$ cat config.mk
export PLATFORM = sky130hd
export DESIGN_NAME = spi_periph_regs
export DESIGN_NICKNAME = d
export VERILOG_FILES = /design/src/rtl/spi_periph_regs.sv
export SDC_FILE = /design/constraint.sdc
export NUM_CORES = 1
export LEC_CHECK = 0
export ABC_CLOCK_PERIOD_IN_PS = 1940
export CAP_MARGIN = 10
export CORE_ASPECT_RATIO = 1.5
export CORE_MARGIN = 2
export CORE_UTILIZATION = 47
export CTS_CLUSTER_DIAMETER = 200
export DETAILED_ROUTE_END_ITERATION = 8
export PLACE_DENSITY = 0.74
export SLEW_MARGIN = 25
export SYNTH_ARGS = -nofsm -noshare
export SYNTH_HDL_FRONTEND = slang
export SYNTH_SLANG_ARGS = --single-unit
$ cat constraint.sdc
create_clock -name CK_i -period 1.94 [get_ports CK_i]
set_input_delay 0.388 -clock CK_i [delete_from_list [all_inputs] [get_ports CK_i]]
set_output_delay 0.388 -clock CK_i [all_outputs]
set_load 0.01 [all_outputs]
$ cat src/rtl/spi_periph_regs.sv
// spi_periph_regs: SPI mode-0 responder turning oversampled frames into register bus strobes.
// Define SPI_PERIPH_BURST_EN for auto-incrementing multi-byte bursts.
module spi_periph_regs #(
  parameter int C_ADR_W = 7,
  parameter int C_DAT_W = 8
) (
  input  logic               CK_i,
  input  logic               XARST_i,
  input  logic               SCLK_i,
  input  logic               XSS_i,
  input  logic               COPI_i,
  output logic               CIPO_o,
  output logic               CIPO_OE_o,
  output logic [C_ADR_W-1:0] ADRs_o,
  output logic [C_DAT_W-1:0] WDATs_o,
  output logic               WR_o,
  output logic               RD_REQ_o,
  input  logic [C_DAT_W-1:0] RDATs_i,
  output logic               BUSY_o
);
`ifdef SPI_PERIPH_BURST_EN
  localparam bit burst = 1'b1;
`else
  localparam bit burst = 1'b0;
`endif
  localparam logic [1:0] st_idle = 2'd0, st_cmd = 2'd1, st_data = 2'd2;
  logic [2:0] sclk_q, xss_q, copi_q;
  logic [1:0] state;
  logic [2:0] cnt;
  logic [C_DAT_W-1:0] sh, tx, rx_byte;
  logic rw, first, skip, ld, armed;
  logic sclk_rise, sclk_fall, xss_rise, xss_fall, act;
  assign sclk_rise = sclk_q[1] & ~sclk_q[2];
  assign sclk_fall = ~sclk_q[1] & sclk_q[2];
  assign xss_rise  = xss_q[1] & ~xss_q[2];
  assign xss_fall  = ~xss_q[1] & xss_q[2];
  // COPI is taken from the history stage: the value just before SCLK rose
  assign rx_byte   = {sh[C_DAT_W-2:0], copi_q[2]};
  assign act       = burst | first;
  // XSS sync resets to asserted, so a frame already running at reset release never starts
  assign BUSY_o    = armed & ~xss_q[1];
  assign CIPO_OE_o = BUSY_o;
  assign CIPO_o    = tx[C_DAT_W-1] & rw & act & (state == st_data);
  always_ff @(posedge CK_i or negedge XARST_i)
    if (!XARST_i) begin
      sclk_q <= '0;
      xss_q  <= '0;
      copi_q <= '0;
      armed  <= 1'b0;
    end else begin
      sclk_q <= {sclk_q[1:0], SCLK_i};
      xss_q  <= {xss_q[1:0], XSS_i};
      copi_q <= {copi_q[1:0], COPI_i};
      armed  <= armed | xss_q[1];
    end
  always_ff @(posedge CK_i or negedge XARST_i)
    if (!XARST_i) begin
      state    <= st_idle;
      cnt      <= '0;
      sh       <= '0;
      tx       <= '0;
      rw       <= 1'b0;
      first    <= 1'b0;
      skip     <= 1'b0;
      ld       <= 1'b0;
      ADRs_o   <= '0;
      WDATs_o  <= '0;
      WR_o     <= 1'b0;
      RD_REQ_o <= 1'b0;
    end else begin
      WR_o     <= 1'b0;
      RD_REQ_o <= 1'b0;
      ld       <= RD_REQ_o;
      if (burst && WR_o) ADRs_o <= ADRs_o + C_ADR_W'(1);
      if (ld) tx <= RDATs_i;
      else if (sclk_fall && state != st_idle) begin
        skip <= 1'b0;
        if (!skip) tx <= {tx[C_DAT_W-2:0], 1'b0};
      end
      if (xss_rise) state <= st_idle;
      else if (state == st_idle) begin
        if (xss_fall) begin
          state <= st_cmd;
          cnt   <= '0;
          skip  <= 1'b0;
          first <= 1'b1;
        end
      end else if (sclk_rise) begin
        sh  <= rx_byte;
        cnt <= cnt + 3'd1;
        if (cnt == 3'd7) begin
          skip <= 1'b1;
          if (state == st_cmd) begin
            ADRs_o   <= rx_byte[C_ADR_W-1:0];
            rw       <= rx_byte[C_DAT_W-1];
            RD_REQ_o <= rx_byte[C_DAT_W-1];
            state    <= st_data;
          end else begin
            first <= 1'b0;
            if (act) begin
              if (rw) begin
                RD_REQ_o <= burst;
                if (burst) ADRs_o <= ADRs_o + C_ADR_W'(1);
              end else begin
                WR_o    <= 1'b1;
                WDATs_o <= rx_byte;
              end
            end
          end
        end
      end
    end
endmodule

==> impl_results.md <==
- Overall routing resource usage: 18.1%
- Synth Area in XOR/XNOR: 0%
- Ant diodes: 0
- Core Footprint: 4280 um^2
- Largest family of logic cells by synthesized area: multiplexers
- Period utilisation layout: 95.8%
- Drt via density: 5.62
- Post-Synth Simple-Gate Area: between 10% and 20%
- Adder-Cell Fraction of Synth Area: ~2.4%
- Top-area cell type share of the netlist area: 60.5%
- Max Transition Viols Final: 0
- Most used DFF post-synth: dfrtp_1
- # hold bufs at CTS: 0
- Buffers on Ports: 32
- Dpl cell area: between 2000 and 2500 um^2
- Area grow syn2layout: 26.8%
- Row count: 29
- CTS tree: yes
- Worst slew pin tran: 0.572 ns
- Crit-path cells: ha_4 -> ha_4 -> and4bb_1 -> nor4b_4 -> buf_6 -> mux2_2
- Sequential share of power: 56.8%
- Async S/R FF share, synth: 100%
- CTS max path bufs: 2
- #FFs+latches synth: 51
- Power per standard cell area: 887 nW/um^2
- Largest net degree at the start of global routing: 52
- Switch Pwr: between 0.6 and 0.7 mW
- IR drop worst, VDD: around 600 uV
- Storage cell area: 1280 um^2
- Sw Ratio: 26.5%
- TritonRoute pass-1 iters: 6
- Crit path capture type: register
- Most common cell after layout, fill and taps aside: dfrtp_1
- Initial antenna violation count: 0
- Die Ht: ~86 um
- Max_cap viols: 0
- Placed Instances: 229
- Detail Route Antenna Nets: 0
- Vias: around 1400
- Comb pwr share: 16.8%
- Yosys Warn Count: 0
- Worst Skew: 0.00628 ns
- Routed WL: 4080 um
- Hold Violations, Final: 0
- Minimum clock period: 1.86 ns
- Post-synthesis sequential area ratio: 60.5%
- Syn nets: 173
- Die area: roughly 5000 um^2
- Crit start category: register
- Nets: 211
- Worst EP required: 2.13 ns
- Pint: 1.74 mW
- Detailed Route Iter0 Violations: 87
- Initial Util: 49.2%
- Fraction of synthesized area in multiplexers: a little over an eighth
- Final Non-Filler Cells: between 200 and 250
- Most frequent cells in the layout: dfrtp_1 (49), clkdlybuf4s50_1 (28), mux2_2 (20)
- FMAX: 538 MHz
- RSZ-0062 raised after global routing: yes
- Post-synth top area cell: dfrtp_1
- Layout cell share with drive strength beyond 1: about a quarter
- Max-Slew Margin vs Limit: 61.9%
- Die Width: 58.7 um
- Final Cell Area: approximately 2700 um^2
- Yosys cell types: 31
- Ports: 33
- Slowest CP cell: dfrtp_1
- H-tree depth: 2
- WS Path Type: register to register
- Filler cells: about 360
- DRC: 1
- First-pass GRT wire length: 7020 um
- Hold Crit Class: input port to asynchronous set/reset pin
- Worst-Skew Late Latency: 0.30 ns
- Multi-input gate area: 806 um^2
- WP data arrival: a little over 2 ns
- EDFF count, synth: 0
- Grt total ovfl: 0
- Num CTS Buffers: 5
- Outcome: finished with violations
- Max incr delay on CP: 0.44 ns
- Post-DP HPWL: approximately 2700 um
- Final setup vio count: 0
- Root buf cell: clkbuf_8
- DP Worst Slack: 0.0396 ns
- DR WL/cell: approximately 17 um
- Synth area leaders: dfrtp_1 (61%), mux2_2 (12%), o31a_1 (5.8%)
- Clock power share: 26.4%
- Compound-Gate Fraction of Synth Area: 8.72%
- Final WS setup: 0.0812 ns
- CTS sink cnt: 51
- Post-Synthesis Cell Area: 2110 um^2
- Leakage: roughly 1.2 nW
- Number of global-route vias before repair: 1480
- CP dominant cell by count: ha_4
- Worst Path Max Fanout: 5
- Gp weighted congestion: 0.847
- Syn Area/Cell: 13.5 um^2
- Failing checks: DRC
- Clock slew at reported path FFs: 0.09 ns
- Mapped Cells: 156
-- power groups by stage --
stage	Combinational (mW)	Clock, mW	Sequential, mW
after floorplan	0.270	0	1.31
after global placement	0.340	0	1.34
after detailed placement	0.368	0	1.36
after CTS	0.369	0.642	1.33
after global routing	0.455	0.683	1.37
final	0.399	0.626	1.35
-- registers in the layout, summed over array words and instances (netlist names), 3 cells and up --
signal   cells
WDATs_o      8
sclk_q       3
ADRs_o       7
cnt          3
copi_q       3
sh           7
tx           8
xss_q        3
-- cell type report --
type	instances	share of cell area, %
clock buffer	7	3.23
clock inverter	1	0.328
inverter	8	1.12
multi-input combinational	87	30.1
sequential	51	47.8
tap	46	2.15
timing repair buffer	41	15.2
-- per-layer routing --
layer | part of all wire (%) | GRT usage, % | wire (um)
met2 | 52 | 32.1 | 2140
met3 | 4.8 | 3.77 | 197
met1 | 41 | 21.7 | 1680
met5 | 0 | 0 | 0
met4 | 1.7 | 5.58 | 71
-- critical path: cells and delay by family (launching register included) --
family,cells,cell delay (ns)
muxes,1,0.34
DFF,1,0.44
buffers and inverters,1,0.17
and+or+nand+nor,2,0.52
adders and majority gates,2,0.29
-- final timing paths --
kind	startpoint	end	slack (ns)	depth (start not counted)
setup / recovery	cnt[0]	WDATs_o[6]	0.08	6
hold / removal	XARST_i	xss_q[2]	0.06	2
setup reg to reg	cnt[0]	WDATs_o[6]	0.08	6
hold reg to reg	sclk_q[0]	sclk_q[1]	0.36	0
max in group asynchronous	XARST_i	state[1]	1.65	2
min in group CK_i	sclk_q[0]	sclk_q[1]	0.36	0
-- repair_timing --
item                                   in CTS  in global routing
setup endpoints to repair                   1                 11
cloned                                      0                  1
pin swaps                                   0                  4
buffers inserted                            0                  3
gates resized for setup                     1                 15
endpoints found under the hold margin       0                  0
-- synth_stat cells, types with 2 or more instances --
cell	n
dfrtp_1	51
mux2_2	23
o31a_1	14
nand2b_1	9
inv_1	7
nor4b_1	7
clkbuf_1	5
ha_1	4
o21ai_0	4
buf_2	3
mux2i_1	3
nand2_1	3
nor2_1	3
o31ai_1	2
or3_1	2
-- cell families after synthesis --
logic type,Yosys count
flip-flops,51
buffers and inverters,18
AO/OA/AOI/OAI,24
AND/OR/NAND/NOR,33
multiplexers,26
adder cells (fa/ha/maj),4
-- stage by stage --
| step | hold WS, ns | power (mW) | utilization, % | setup TNS [ns] |
|---|---|---|---|---|
| CTS | 0.0680 | 2.35 | 60.3 | 0 |
| global route | 0.0725 | 2.51 | 62.4 | -0.0645 |
| finish | 0.0554 | 2.37 | 62.4 | 0 |
| global placement | 0.333 | 1.68 | 58.1 | 0 |
| floorplan | 0.0924 | 1.58 | - | 0 |
| detailed placement | 0.336 | 1.72 | 58.1 | 0 |
(Power assumes the default switching activity.)
